--- src/rtl/decoding_block.sv ---
// Two-lane 64b/66b and 128b/132b symbol decoder: validates lane headers, then
// drains each accepted symbol one byte per cycle per lane (byte 0 first).
module decoding_block (
    input  logic         dec_clk,
    input  logic         rst,
    input  logic         enable,
    input  logic [1:0]   gen_speed,
    input  logic         sym_valid,
    input  logic [131:0] lane_0_rx_enc,
    input  logic [131:0] lane_1_rx_enc,
    output logic         sym_ready,
    output logic [7:0]   lane_0_rx,
    output logic [7:0]   lane_1_rx,
    output logic         rx_valid,
    output logic         os_flag,
    output logic         hdr_err,
    output logic         overrun,
    output logic [7:0]   err_cnt
);

    typedef enum logic {IDLE, DRAIN} state_t;

    state_t         state, state_n;
    logic [3:0]     byte_idx, byte_idx_n;
    logic [127:0]   sym0_q, sym0_n, sym1_q, sym1_n;
    logic           spd16_q, spd16_n;
    logic           os_q, os_n;
    logic [7:0]     lane_0_n, lane_1_n, err_cnt_n;
    logic           rx_valid_n, os_flag_n, hdr_err_n, overrun_n;

    logic           raw, spd16_in, last, accept;
    logic           hdr_data, hdr_os;
    logic [6:0]     bit_ofs;

    always_comb begin
        raw      = (gen_speed == 2'd0) || (gen_speed == 2'd3);
        spd16_in = (gen_speed == 2'd1);
        last     = (state == DRAIN) && (byte_idx == (spd16_q ? 4'd15 : 4'd7));
        // A raw-mode symbol cannot be merged into the final drain byte, so it
        // is only taken while idle.
        sym_ready = (state == IDLE) || (last && !raw);
        accept    = sym_valid && sym_ready;
        bit_ofs   = {byte_idx, 3'b000};
        if (spd16_in) begin
            hdr_data = (lane_0_rx_enc[131:128] == 4'b1010) && (lane_1_rx_enc[131:128] == 4'b1010);
            hdr_os   = (lane_0_rx_enc[131:128] == 4'b0101) && (lane_1_rx_enc[131:128] == 4'b0101);
        end else begin
            hdr_data = (lane_0_rx_enc[65:64] == 2'b10) && (lane_1_rx_enc[65:64] == 2'b10);
            hdr_os   = (lane_0_rx_enc[65:64] == 2'b01) && (lane_1_rx_enc[65:64] == 2'b01);
        end
    end

    always_comb begin
        state_n    = state;
        byte_idx_n = byte_idx;
        sym0_n     = sym0_q;
        sym1_n     = sym1_q;
        spd16_n    = spd16_q;
        os_n       = os_q;
        lane_0_n   = lane_0_rx;
        lane_1_n   = lane_1_rx;
        rx_valid_n = 1'b0;
        os_flag_n  = os_flag;
        hdr_err_n  = 1'b0;
        overrun_n  = 1'b0;
        err_cnt_n  = err_cnt;

        if (state == DRAIN) begin
            lane_0_n   = sym0_q[bit_ofs +: 8];
            lane_1_n   = sym1_q[bit_ofs +: 8];
            rx_valid_n = 1'b1;
            os_flag_n  = os_q;
            if (last) begin
                state_n    = IDLE;
                byte_idx_n = '0;
            end else begin
                byte_idx_n = byte_idx + 4'd1;
            end
        end

        if (sym_valid && !sym_ready)
            overrun_n = 1'b1;

        if (accept) begin
            if (raw) begin
                lane_0_n   = lane_0_rx_enc[7:0];
                lane_1_n   = lane_1_rx_enc[7:0];
                rx_valid_n = 1'b1;
                os_flag_n  = 1'b0;
            end else if (hdr_data || hdr_os) begin
                sym0_n     = lane_0_rx_enc[127:0];
                sym1_n     = lane_1_rx_enc[127:0];
                spd16_n    = spd16_in;
                os_n       = hdr_os;
                byte_idx_n = '0;
                state_n    = DRAIN;
            end else begin
                hdr_err_n = 1'b1;
                if (err_cnt != 8'hFF)
                    err_cnt_n = err_cnt + 8'd1;
            end
        end
    end

    always_ff @(posedge dec_clk) begin
        if (!rst || !enable) begin
            state     <= IDLE;
            byte_idx  <= '0;
            sym0_q    <= '0;
            sym1_q    <= '0;
            spd16_q   <= 1'b0;
            os_q      <= 1'b0;
            lane_0_rx <= '0;
            lane_1_rx <= '0;
            rx_valid  <= 1'b0;
            os_flag   <= 1'b0;
            hdr_err   <= 1'b0;
            overrun   <= 1'b0;
            err_cnt   <= rst ? err_cnt : '0;
        end else begin
            state     <= state_n;
            byte_idx  <= byte_idx_n;
            sym0_q    <= sym0_n;
            sym1_q    <= sym1_n;
            spd16_q   <= spd16_n;
            os_q      <= os_n;
            lane_0_rx <= lane_0_n;
            lane_1_rx <= lane_1_n;
            rx_valid  <= rx_valid_n;
            os_flag   <= os_flag_n;
            hdr_err   <= hdr_err_n;
            overrun   <= overrun_n;
            err_cnt   <= err_cnt_n;
        end
    end

endmodule
--- config.mk ---
export PLATFORM = sky130hd
export DESIGN_NAME = decoding_block
export DESIGN_NICKNAME = d
export VERILOG_FILES = /design/src/rtl/decoding_block.sv
export SDC_FILE = /design/constraint.sdc
export NUM_CORES = 1
export LEC_CHECK = 0
export ABC_AREA = 0
export CAP_MARGIN = 20
export CORE_MARGIN = 1
export CORE_UTILIZATION = 25
export DETAILED_ROUTE_END_ITERATION = 10
export PLACE_DENSITY = 0.48
export SLEW_MARGIN = 20
export SYNTH_ARGS = -nofsm -noshare
export SYNTH_HDL_FRONTEND = slang
export SYNTH_SLANG_ARGS = --single-unit
--- constraint.sdc ---
create_clock -name dec_clk -period 3.2 [get_ports dec_clk]
set_clock_uncertainty 0.2 [all_clocks]
set_input_delay 0.32 -clock dec_clk [delete_from_list [all_inputs] [get_ports dec_clk]]
set_output_delay 0.32 -clock dec_clk [all_outputs]
set_load 0.01 [all_outputs]
# Word-level counts from Yosys, hierarchy flattened
# Index checks and enable logic that the tools add are counted.
dict set report totals {
  out_inout_bits 29
  word_cells 90
  in_bits 270
  register_bits 291
}
dict set report op_classes {
  n_shift 2
  add_sub_neg 2
  n_eq_ne 15
  n_bitwise 3
  n_mux 33
  reduce_logical 22
}
# op n
set ops {}
lappend ops {{$shiftx A128 B8 Y8} 2}
lappend ops {{$mux W8} 12}
lappend ops {{$mux W4} 6}
lappend ops {{$mux W1} 15}
lappend ops {{$add A8 B1 Y8 const B} 1}
lappend ops {{$eq A4 B3 Y1 const B} 2}
lappend ops {{$eq A4 B4 Y1 const B} 2}
lappend ops {{$logic_and A1 B1 Y1} 8}
lappend ops {{$ne A8 B8 Y1 const B} 1}
lappend ops {{$eq A2 B1 Y1 const B} 3}
lappend ops {{$eq A2 B2 Y1 const B} 3}
lappend ops {{$reduce_and A5 Y1} 1}
lappend ops {{$add A4 B1 Y4 const B} 1}
lappend ops {{$eq A4 B4 Y1} 1}
lappend ops {{$logic_not A1 Y1} 4}
lappend ops {{$logic_or A1 B1 Y1} 4}
lappend ops {{$ne A2 B1 Y1 const B} 2}
lappend ops {{$reduce_bool A2 Y1} 2}
lappend ops {{$not A1 Y1} 3}
lappend ops {{$reduce_and A3 Y1} 1}
lappend ops {{$reduce_or A3 Y1} 1}
lappend ops {{$logic_not A2 Y1} 1}
lappend ops {{$ne A2 B2 Y1 const B} 1}

# Logic depth before layout (Yosys ltp)
# Gate-level depths: netlist of run 1.
dict set report depth {
  word_depth 8
  ltp_mapped 10
  depth_no_buf 7
}

# Worst setup path after synthesis of run 1
# No wires, ideal clock.
dict set report synth_timing {
  path_kind {input port to flip-flop}
  startpoint {input port gen_speed[1]}
  endpoint {register err_cnt[0] (enable)}
  t_arrival_ps 1783
  path_slack_ps 833
  n_path_buf 0
  cell_stages 7
  required_time_ps 2616
  setup_time_ps 384
  cell_sequence {inv_1 > ha_1 > nand3b_1 > nor4b_2 > a31oi_1 > nand3_1 > o21ai_0}
}
dict set report synth_between {
  word_cells_on_any_way 15
  cone_classes {4 x eq/ne; 2 x mux; 9 x reduce/logical}
}
# item line_no
set synth_rtl {}
lappend synth_rtl {{from (decl)} 7} ;# input logic [1:0] gen_speed,
lappend synth_rtl {{$eq A2 B1 Y1 *} 37} ;# spd16_in = (gen_speed == 2'd1);
lappend synth_rtl {{net spd16_in} 31} ;# logic raw, spd16_in, last, accept;
lappend synth_rtl {{$mux W1} 44} ;# if (spd16_in) begin
lappend synth_rtl {{$logic_or A1 B1 Y1 *} 90} ;# end else if (hdr_data || hdr_os) begin
lappend synth_rtl {{$ne A2 B1 Y1 (no line) *} -}
lappend synth_rtl {{$reduce_and A5 Y1 (no line) *} -}
lappend synth_rtl {{to (signal assigned)} 119} ;# err_cnt <= rst ? err_cnt : '0;
lappend synth_rtl {{to (signal assigned)} 133} ;# err_cnt <= err_cnt_n;
lappend synth_rtl {{to (decl)} 18} ;# output logic [7:0] err_cnt
# The timed path passes the listed nets; every way through them passes the cells marked *.
# A chain may end at the register's enable or synchronous reset.

# Final worst setup path of run 1
dict set report layout_timing {
  startpoint {register byte_idx[0]}
  endpoint {output port sym_ready}
}
dict set report layout_between {
  elab_chain_len 4
}
# item line_no
set layout_lines {}
lappend layout_lines {{from (decl)} 24} ;# logic [3:0] byte_idx, byte_idx_n;
lappend layout_lines {{from (signal assigned)} 122} ;# byte_idx <= byte_idx_n;
lappend layout_lines {{$eq A4 B4 Y1} 38} ;# last = (state == DRAIN) && (byte_idx == (spd16_q ? 4'd15 : 4'd7));
lappend layout_lines {{$logic_and A1 B1 Y1} 38}
lappend layout_lines {{$logic_and A1 B1 Y1} 41} ;# sym_ready = (state == IDLE) || (last && !raw);
lappend layout_lines {{$logic_or A1 B1 Y1} 41}
lappend layout_lines {{to (decl)} 11} ;# output logic sym_ready,
# No other way between the ends.

==> flow_summary_export.csv, run 1 <==
group,metric,value,unit
timing,relSlewSlack,37.7,%
synthesis,yosysWarnings,0,
die,die_y,238,um
clocking,cts_sinks,291,
detailed_routing,totalWireLength,42600,um
setup_path,crit_type,"reg -> out",
setup_path,crit_arrival,2260,ps
setup_path,r2r_cells,8,
power_and_ir_drop,power.density,456,nW/um2
timing,setup_viol,0,
finish,nets,1937,
timing,worst_pin_slew,934,ps
global_routing,busiest_layer,"met2",
global_routing,grt_overflow_total,0,
timing,finalSetupTns,0,ps
die,core.rowCount,85,
clocking,cts_buffers,36,
worst_hold_path,whs_path_depth,3,
die,io_pins,299,
synthesis,netlist_area,13900,um2
detailed_routing,vias,10766,
timing,rsz0062_at_grt,"no",
detailed_routing,drtIter0Drc,633,
placement,placement.io_buffers,298,
global_routing,grt_usage,15.0,%
placement,gp_congestion,0.761,
synthesis,synth_top_area_share,40.8,%
setup_path,cp_max_fo,4,
setup_path,critPathMaxStageDelay,630,ps
worst_hold_path,min_to,"sym1_q[84]",
synthesis,synth-edff-count,8,
flow_run,maxCapViolations,0,
power_and_ir_drop,p_leak,6.08,nW
setup_path,crit_chain,"ha_1 > nand2_1 > o31ai_1 > clkdlybuf4s50_1",
setup_path,regToRegSetupSlack,760,ps
clocking,clkLatencyLatePin,530,ps
clocking,cts_buffer_depth,3,
die,die_w,238,um
clocking,ctsResizeCount,0,
timing,fin_ws,416,ps
timing,period_share,87.0,%
global_routing,antenna_found_initial,3,
global_routing,grt_use_met2,24.6,%
setup_path,reg2reg_from,"byte_idx[0]",
setup_path,timing.rr.end,"sym0_q[100]",
timing,drv_slew,0,
die,core,54300,um2
synthesis,synth_cells,1404,
synthesis,ys_types,45,
detailed_routing,firstDrtPassIters,4,
finish,drive_gt1_share,12.0,%
synthesis,synth.most_common_cell,"nand2_1",
synthesis,synth-seq-area-share,42.6,%
detailed_routing,post_drt_wl_per_cell,17.5,um
global_routing,grt_use_met3,2.94,%
timing,hold_viol,0,
synthesis,yosys.area.top_type,"dfxtp_1",
synthesis,ys_ff_latch,291,
synthesis,yosys-top-cells-count,"522 x nand2_1, 283 x dfxtp_1, 274 x mux2i_1, 75 x clkbuf_1, 64 x mux4_2",
clocking,htreeDepth,2,
detailed_routing,viasPerCell,4.43,
setup_path,end_kind,"output port",
setup_path,start_kind,"flip-flop",
power_and_ir_drop,vdd_drop_max,0.000253,V
setup_path,crit_slowest_cell,"clkdlybuf4s50_1",
clocking,tritoncts,"done",
placement,place_hpwl,30200,um
worst_hold_path,hp-class,"in -> reg",
die,initial_utilization,25.5,%
worst_hold_path,worstHoldStart,"lane_1_rx_enc[84]",
synthesis,synth_top_flop_cell,"dfxtp_1",
detailed_routing,antenna_left,0,
synthesis,synth-async-reset-ratio,0,%
global_routing,grt_pass1_wl,65300,um
global_routing,grt_util_met1,20.0,%
outcome,status,"complete, no violations",
synthesis,syn_nets,1677,
placement,dp_worst_setup_slack,216,ps
timing,max_freq,359,MHz
clocking,clk_pin_slew,60,ps
clocking,cts-hold-fix-buffers,0,
synthesis,synth.area.top_cells,"dfxtp_1 41%, mux2i_1 20%, nand2_1 14%, mux4_2 10%, mux2_2 2.6%",
clocking,root_buffer,"clkbuf_16",
detailed_routing,drc,0,
synthesis,syn_avg_cell_area,9.88,um2
timing,min_period,2780,ps
finish,area_delta_synth_final,35.1,%
setup_path,cp.required,2680,ps
global_routing,grt_pass1_vias,11269,
die,dieArea,56500,um2
clocking,cts_setup_buffers,0,
global_routing,grt_max_degree,120,
==> worst max path at each step <==
stage / startpoint / endpoint / depth (start not counted)
finish: byte_idx[0] / sym_ready / 4
floorplan: gen_speed[1] / err_cnt[0] / 7
global placement: gen_speed[1] / sym1_q[99] / 10
CTS: byte_idx[0] / sym_ready / 4
detailed placement: gen_speed[0] / sym0_q[32] / 9
global route: byte_idx[0] / sym_ready / 4
==> sequential cells by signal, indices dropped and copies added, names as in the netlist <==
name	cells
hdr_err	1
os_flag	1
spd16_q	1
lane_0_rx	8
byte_idx	4
rx_valid	1
overrun	1
err_cnt	8
state	1
sym1_q	128
os_q	1
lane_1_rx	8
sym0_q	128
==> metal layers <==
| metal | share of wire, % | vias up | routed length [um] |
|---|---|---|---|
| li1 | - | 5338 | - |
| met1 | 48 | 5154 | 20300 |
| met2 | 46 | 215 | 19600 |
| met3 | 4.2 | 55 | 1770 |
| met4 | 2.1 | 4 | 888 |
| met5 | 0.061 | - | 26 |
==> power breakdown <==
part           switching, mW  leakage (nW)  internal (mW)
Clock                   1.57         0.575           2.52
Combinational          0.319          3.14          0.446
Sequential            0.0223          2.37           3.67
Total                   1.91          6.08           6.63
==> critical path, delay by kind of cell, from the launching register on <==
kind,cells,cell delay [ps]
buf+inv,1,630
compound gates,1,450
flops,1,360
fa+ha+maj,1,170
simple gates,1,130
==> metrics by stage <==
| stage | total power [mW] | area [um2] | hold slack, ps | utilization (%) | std cells |
|---|---|---|---|---|---|
| after floorplan | 4.05 | 13900 | 232 | - | 1404 |
| after global routing | 8.90 | 18800 | 117 | 34.5 | 2428 |
| after CTS | 8.71 | 18800 | 95.8 | 34.5 | 2427 |
| after global placement | 4.55 | 17600 | 239 | 32.3 | 2365 |
| final | 8.55 | 18800 | 137 | 34.5 | 2428 |
| after detailed placement | 4.55 | 17600 | 246 | 32.3 | 2365 |
==> final cells by class <==
class                      instances  area, um2
antenna                            1       2.50
clock buffer                      53       1060
clock inverter                     9        125
fill                            5539      35600
inverter                           1       3.75
multi-input combinational        995       7230
sequential                       291       5920
tap                              739        925
timing repair buffer             339       3490
==> kinds of logic (layout without fill, tap and decap cells) <==
kind of cell	count (synthesis)	after routing	share of synthesized area [%]
other cells	0	1	0
xor+xnor	8	8	0.559
fa+ha+maj	3	3	0.270
buf+inv	118	402	5.42
mux	370	370	32.7
flops	291	291	42.6
compound gates	50	50	2.58
simple gates	564	564	15.9
==> cells in the final DEF (no fill, tap or decap), types with 2 or more instances in the layout <==
cell type / n
clkbuf_16: 37
edfxtp_1: 8
nand2_1: 522
buf_4: 25
clkdlybuf4s50_1: 298
mux2_2: 32
nand3b_1: 3
dfxtp_2: 2
nor2_1: 16
clkinv_2: 4
nor3_1: 5
clkinvlp_4: 2
buf_12: 16
a21oi_1: 5
ha_1: 3
mux4_2: 64
xnor2_1: 2
xor2_1: 5
clkbuf_1: 9
dfxtp_1: 279
a31oi_1: 17
o221ai_1: 16
clkbuf_8: 7
bufinv_16: 3
mux2i_1: 274
nand3_1: 6
o21ai_0: 3
dfxtp_4: 2
Power figures use the tool's default switching activity.
==> run 2, diff against run 1 <==
--- a/config.mk
+++ b/config.mk
@@ -11,6 +11,7 @@
 export CORE_UTILIZATION = 25
 export DETAILED_ROUTE_END_ITERATION = 10
 export PLACE_DENSITY = 0.48
+export REMOVE_ABC_BUFFERS = 1
 export SLEW_MARGIN = 20
 export SYNTH_ARGS = -nofsm -noshare
 export SYNTH_HDL_FRONTEND = slang
==> flow_summary_export.csv, run 2 (synthesized netlist as in run 1, its figures left out) <==
group,metric,value,unit
detailed_routing,vias,10644,
detailed_routing,post_drt_wl_per_cell,16.9,um
timing,setup_viol,0,
setup_path,reg2reg_from,"byte_idx[0]",
global_routing,grt_pass1_wl,63200,um
detailed_routing,firstDrtPassIters,6,
clocking,cts_sinks,291,
setup_path,r2r_cells,8,
setup_path,cp_top_family,"buffers and inverters",
worst_hold_path,whs_path_depth,3,
setup_path,crit_chain,"clkdlybuf4s50_1 > inv_1 > ha_1 > o31ai_1 > clkdlybuf4s50_1",
die,dieArea,56500,um2
clocking,cts_buffer_depth,3,
global_routing,antenna_found_initial,4,
power_and_ir_drop,vdd_drop_max,0.000257,V
placement,placement.io_buffers,298,
die,die_y,238,um
finish,fin_area,18600,um2
clocking,htreeDepth,2,
global_routing,grt_overflow_total,0,
global_routing,grt_max_degree,92,
setup_path,worst_path_most_repeated_cell,"clkdlybuf4s50_1",
worst_hold_path,worstHoldStart,"lane_1_rx_enc[49]",
setup_path,crit_buf_inv,3,
finish,final_common_cell,"nand2_1",
detailed_routing,drtIter0Drc,546,
power_and_ir_drop,power.density,450,nW/um2
detailed_routing,totalWireLength,40900,um
timing,drv_slew,0,
clocking,clkLatencyLatePin,540,ps
timing,hold_viol,0,
global_routing,grt_usage,14.5,%
setup_path,cp_max_fo,5,
timing,worst_pin_slew,790,ps
clocking,cts-hold-fix-buffers,0,
detailed_routing,antenna_left,0,
global_routing,grt_pass1_vias,11079,
clocking,clk_pin_slew,60,ps
worst_hold_path,hp-class,"in -> reg",
finish,area_delta_synth_final,34.3,%
finish,n_fill_cell,5524,
clocking,cts_setup_buffers,0,
flow_run,maxCapViolations,0,
finish,top_regs,"sym0_q: 128 flops, sym1_q: 128 flops",
timing,min_period,2720,ps
die,core.rowCount,85,
setup_path,start_kind,"input pin",
worst_hold_path,min_to,"sym1_q[49]",
setup_path,timing.rr.end,"sym0_q[10]",
clocking,ctsResizeCount,0,
die,core,54300,um2
placement,place_hpwl,27600,um
placement,gp_congestion,0.743,
setup_path,end_kind,"output port",
setup_path,cp.required,2680,ps
placement,dp.cells,2353,
finish,multiInputGateArea,7240,um2
setup_path,crit_arrival,2200,ps
detailed_routing,drc,0,
clocking,cts_buffers,36,
die,io_pins,299,
finish,seqCellArea,5920,um2
finish,fin_cells,2416,
clocking,root_buffer,"clkbuf_16",
detailed_routing,viasPerCell,4.41,
timing,rsz0062_at_grt,"no",
die,initial_utilization,25.5,%
placement,placed_cell_area,17500,um2
setup_path,critPathMaxStageDelay,630,ps
outcome,status,"complete, no violations",
setup_path,regToRegSetupSlack,800,ps
finish,nets,1925,
timing,max_freq,368,MHz
finish,final_cell_mix,"521 x nand2_1, 298 x clkdlybuf4s50_1, 278 x dfxtp_1",
setup_path,crit_slowest_cell,"clkdlybuf4s50_1",
finish,drive_gt1_share,11.3,%
die,die_w,238,um
clocking,tritoncts,"done",
setup_path,crit_type,"in -> out",
timing,relSlewSlack,47.3,%
power_and_ir_drop,p_leak,6.00,nW
timing,period_share,85.0,%
-- run 2: stage by stage --
step	hold slack (ps)	power [mW]	util, %	setup TNS [ps]	worst slack (ps)
final	141	8.39	34.3	0	481
after global routing	125	8.75	34.3	0	373
after CTS	99.6	8.54	34.3	0	460
after detailed placement	243	4.53	32.2	0	224
after global placement	239	4.53	32.2	0	324
after floorplan	232	4.19	-	-5277630	-20310
-- run 2: worst register-to-register path, delay by kind of cell, from the launching register on --
family	cells	cell delay, ps
AOI/OAI and AO/OA	2	470
and+or+nand+nor	2	320
muxes	1	210
buffers and inverters	2	600
adders and majority gates	1	160
DFF	1	370
-- run 2: worst max path at each step --
| stage | startpoint | endpoint | cells past startpoint |
|---|---|---|---|
| floorplan | byte_idx[0] | os_q | 6 |
| global placement | gen_speed[1] | sym0_q[32] | 10 |
| detailed placement | gen_speed[0] | sym0_q[41] | 9 |
| CTS | byte_idx[0] | sym_ready | 4 |
| global route | byte_idx[0] | sym_ready | 4 |
| finish | gen_speed[1] | sym_ready | 5 |
-- run 2: cell type report --
class / instances / area share, %
diodes: 1 / 0.0134
clock buffers: 56 / 5.73
clock inverters: 6 / 0.322
inverters: 1 / 0.0201
multi-input cells: 995 / 38.8
flip-flops and latches: 291 / 31.7
well taps: 739 / 4.96
repair buffers: 327 / 18.4
-- run 2: power by group --
part	internal [mW]	switching [mW]	total, mW
Clock	2.37	1.57	3.94
Combinational	0.441	0.310	0.751
Sequential	3.67	0.0217	3.69
-- run 2: routing by layer --
| layer | vias up | GRT usage, % | part of all wire, % |
|---|---|---|---|
| met5 | - | 0 | 0.066 |
| met3 | 65 | 2.78 | 4.2 |
| met2 | 196 | 23.6 | 46 |
| li1 | 5309 | - | - |
| met1 | 5068 | 19.2 | 47 |
| met4 | 6 | 4.61 | 2.2 |
==> run 3, diff against run 2 <==
--- a/config.mk
+++ b/config.mk
@@ -10,7 +10,7 @@
 export CORE_MARGIN = 1
 export CORE_UTILIZATION = 25
 export DETAILED_ROUTE_END_ITERATION = 10
-export PLACE_DENSITY = 0.48
+export PLACE_DENSITY = 0.5
 export REMOVE_ABC_BUFFERS = 1
 export SLEW_MARGIN = 20
 export SYNTH_ARGS = -nofsm -noshare
==> constraint.sdc (replaced) <==
create_clock -name dec_clk -period 2.5 [get_ports dec_clk]
set_clock_uncertainty 0.2 [all_clocks]
set_input_delay 0.25 -clock dec_clk [delete_from_list [all_inputs] [get_ports dec_clk]]
set_output_delay 0.25 -clock dec_clk [all_outputs]
set_load 0.01 [all_outputs]
==> flow_summary_export.csv, run 3 (synthesized netlist as in run 1, its figures left out) <==
group,metric,value,unit
timing,max_freq,437,MHz
finish,final_common_cell,"nand2_1",
global_routing,antenna_found_initial,0,
clocking,cts_buffer_depth,3,
finish,nets,1961,
finish,area_delta_synth_final,37.6,%
worst_hold_path,hp-class,"in -> reg",
setup_path,crit_type,"reg -> out",
clocking,htreeDepth,2,
finish,postLayoutCoreUtil,35.1,%
detailed_routing,totalWireLength,40300,um
detailed_routing,antenna_left,0,
setup_path,crit_slowest_cell,"dfxtp_4",
power_and_ir_drop,power.density,575,nW/um2
finish,fin_area,19100,um2
global_routing,grt_usage,14.2,%
detailed_routing,firstDrtPassIters,5,
clocking,cts_sinks,291,
finish,top_regs,"sym0_q: 128 flops, sym1_q: 128 flops",
setup_path,critPathMaxStageDelay,380,ps
timing,worst_pin_slew,580,ps
timing,hold_viol,0,
detailed_routing,viasPerCell,4.43,
clocking,tritoncts,"done",
placement,placed_cell_area,17900,um2
detailed_routing,post_drt_wl_per_cell,16.4,um
clocking,root_buffer,"clkbuf_16",
clocking,clkLatencyLatePin,530,ps
global_routing,grt_max_degree,96,
finish,diodes,0,
setup_path,crit_buf_inv,2,
detailed_routing,vias,10873,
timing,rsz0062_at_grt,"no",
power_and_ir_drop,finalPower,11.0,mW
timing,period_share,91.5,%
placement,gp_congestion,0.760,
placement,placement.io_buffers,298,
die,io_pins,299,
finish,drive_gt1_share,13.3,%
power_and_ir_drop,p_leak,6.25,nW
setup_path,cp_top_family,"buffers and inverters",
die,dieArea,56500,um2
finish,final_cell_mix,"521 x nand2_1, 297 x clkdlybuf4s50_1, 278 x dfxtp_1",
flow_run,maxCapViolations,0,
clocking,cts_buffers,37,
setup_path,crit_arrival,1840,ps
global_routing,grt_pass1_wl,63000,um
setup_path,crit_chain,"ha_1 > nand2_1 > o31ai_1 > buf_4 > dlygate4sd2_1",
timing,finalSetupTns,0,ps
die,die_w,238,um
setup_path,end_kind,"output port",
die,die_y,238,um
timing,min_period,2290,ps
setup_path,cp_max_fo,4,
outcome,status,"complete, no violations",
die,core.rowCount,85,
detailed_routing,drtIter0Drc,497,
detailed_routing,drc,0,
finish,n_fill_cell,5506,
die,initial_utilization,25.5,%
timing,setup_viol,0,
timing,drv_slew,0,
global_routing,grt_overflow_total,0,
placement,place_hpwl,28200,um
die,core,54300,um2
global_routing,grt_pass1_vias,11418,
setup_path,cp.required,2050,ps
clocking,clk_pin_slew,60,ps
setup_path,start_kind,"flip-flop",
timing,relSlewSlack,61.2,%
power_and_ir_drop,vdd_drop_max,0.000417,V
## run 3: routing by layer
layer	vias to the layer above	GRT usage [%]	share of wire [%]
met5	-	0	0
met4	0	4.71	2.3
met3	54	2.46	4.5
met2	226	24.5	49
met1	5205	17.9	45
li1	5388	-	-
## run 3: path summary, 6_finish.rpt
path	from	to	slack, ps	depth (start not counted)
min reg2reg	sym0_q[53]	sym0_q[53]	250	2
max reg2reg	byte_idx[0]	sym0_q[44]	250	8
max	byte_idx[0]	sym_ready	210	5
min	lane_0_rx_enc[57]	sym0_q[57]	70	3
## run 3: layout make-up
type                    count  area (um2)  area share [%]
clock buffers              60        1130            5.94
inverters                   1        3.75          0.0197
well taps                 739         925            4.84
repair buffers            362        3810            20.0
multi-input cells         995        7240            37.9
clock inverters             7        68.8           0.360
flip-flops and latches    291        5920            31.0
## run 3: worst register-to-register path, cell delays in order, from the launching register on
cell and delay, ps:
dfxtp_4 380, ha_1 170, nand2_1 120, o21ai_2 220, nand3b_1 170, a21oi_4 240
buf_12 220, buf_12 230, mux2i_1 220
## run 3: power breakdown
group	leakage, nW	switching, mW	internal, mW
Clock	0.584	2.06	3.21
Combinational	3.30	0.403	0.598
Sequential	2.37	0.0255	4.70
Total	6.25	2.48	8.50
## run 3: metrics by stage
stage | hold WS (ps) | setup slack [ps] | cells
global route | 51.7 | 57.6 | 2455
floorplan | 164 | -21010 | 1287
CTS | 31.2 | 163 | 2455
finish | 73.3 | 212 | 2455
detailed placement | 244 | -199 | 2387
global placement | 238 | -135 | 2387
## run 3: timing repair
item | 4_1_cts | 5_1_grt
hold buffers | 0 | 0
gates resized for setup | 1 | 0
endpoints found under the setup margin | 1 | 0
setup buffers | 1 | 0
endpoints found under the hold margin | 0 | 0
==> RTL edit, RTL diff (flow settings as in run 2) <==
Put one more register stage on the output `err_cnt`. The value now appears one clock later. The other outputs are not delayed to match.
--- a/src/rtl/decoding_block.sv
+++ b/src/rtl/decoding_block.sv
@@ -19,6 +19,8 @@
 );
 
     typedef enum logic {IDLE, DRAIN} state_t;
+
+    logic [7:0] err_cnt_s0;
 
     state_t         state, state_n;
     logic [3:0]     byte_idx, byte_idx_n;
@@ -63,7 +65,7 @@
         os_flag_n  = os_flag;
         hdr_err_n  = 1'b0;
         overrun_n  = 1'b0;
-        err_cnt_n  = err_cnt;
+        err_cnt_n  = err_cnt_s0;
 
         if (state == DRAIN) begin
             lane_0_n   = sym0_q[bit_ofs +: 8];
@@ -96,8 +98,8 @@
                 state_n    = DRAIN;
             end else begin
                 hdr_err_n = 1'b1;
-                if (err_cnt != 8'hFF)
-                    err_cnt_n = err_cnt + 8'd1;
+                if (err_cnt_s0 != 8'hFF)
+                    err_cnt_n = err_cnt_s0 + 8'd1;
             end
         end
     end
@@ -116,7 +118,7 @@
             os_flag   <= 1'b0;
             hdr_err   <= 1'b0;
             overrun   <= 1'b0;
-            err_cnt   <= rst ? err_cnt : '0;
+            err_cnt_s0 <= rst ? err_cnt_s0 : '0;
         end else begin
             state     <= state_n;
             byte_idx  <= byte_idx_n;
@@ -130,8 +132,12 @@
             os_flag   <= os_flag_n;
             hdr_err   <= hdr_err_n;
             overrun   <= overrun_n;
-            err_cnt   <= err_cnt_n;
+            err_cnt_s0 <= err_cnt_n;
         end
     end
 
+    always_ff @(posedge dec_clk) begin
+        err_cnt <= err_cnt_s0;
+    end
+
 endmodule
Formal check against the unedited RTL: not equivalent (Yosys sat finds a counterexample within 4 cycles, from zero or initial values).
==> RTL edit against run 2 <==
Non-clock buffer count grew 18. Worst setup slack lost 0.17 ns. Sequential cell count grew 8. Area after synthesis grew 1.1%. Critical path type is now flop to primary output. Largest power group unchanged. Register-to-register slack lost 0.23 ns. Routed wire length shrank 0.69%. Cell area grew 1.9%. Power grew 2.7%.
==> RTL edit: results (changes against run 2) <==
| Metric | Value |
|---|---|
| Largest net degree at the start of global routing | 104 (+13%) |
| Synth Area in Compound Gates | 0.0266 (+0.000797) |
| Placed Area | 0.0178 sq mm (+1.9%) |
| Worst slack, placed | 0.157 ns (-0.0666 ns) |
| Syn avg cell area | 9.92 sq um (+0.36%) |
| Post-Synth XOR/XNOR Area | 0.00553 (-0.0000593) |
| Antenna Diode Count | 0 (-1) |
| Post-synthesis cell type count | 46 (+2.2%) |
| Area contributors post-synth | dfxtp_1, mux2i_1, nand2_1 |
| Arrival @ worst endpoint | 2.37 ns (+0.17 ns) |
| Vias after detailed routing | 10785 (+1.3%) |
| Leak | 6.21 nW (+3.6%) |
| Layout cells sized above 1 | 0.115 (+0.00207) |
| Worst Tran Pin Value | 0.792 ns (+0.00134 ns) |
| CP max FO | 10 (+5) |
| FMAX | 346 MHz (-5.9%) |
| DP Wirelength | 28100 um (+1.9%) |
| CP startpoint | byte_idx[0] |
| Seq/Total Area, Yosys | 0.432 (+0.00690) |
| Commonest cells post-synth | nand2_1, dfxtp_1, mux2i_1 |
| Status | finished clean |
| Adder-Cell Fraction of Synth Area | 0.00268 (-0.0000287) |
| Hold_sp | lane_0_rx_enc[55] |
| First-pass GRT wire length | 62700 um (-0.82%) |
| Fin nets | 1952 (+1.4%) |
| Placed cell count | 2389 (+1.5%) |
| Gr usage total | 0.142 (-0.00251) |
RTL edit: per-layer routing:
layer  vias to the layer above  routed length (um)  GRT usage
li1                       5367                   -          -
met1                      5136               18700      0.185
met2                       219               19300      0.236
met3                        57                1840     0.0278
met4                         6                 778     0.0420
met5                         -                  34          0
RTL edit: final cells by class:
type	count	share of cell area
multi-input combinational	995	0.382
inverter	2	0.000395
sequential	299	0.320
clock buffer	52	0.0565
tap	748	0.0493
timing repair buffer	345	0.188
clock inverter	5	0.00422
RTL edit: power by group:
| part | internal (mW) | switching, mW | total [mW] | leakage, nW |
|---|---|---|---|---|
| clock network | 2.46 | 1.59 | 4.06 | 0.560 |
| registers | 3.78 | 0.0218 | 3.80 | 2.43 |
| logic | 0.445 | 0.313 | 0.758 | 3.22 |
| total | 6.69 | 1.93 | 8.61 | 6.21 |
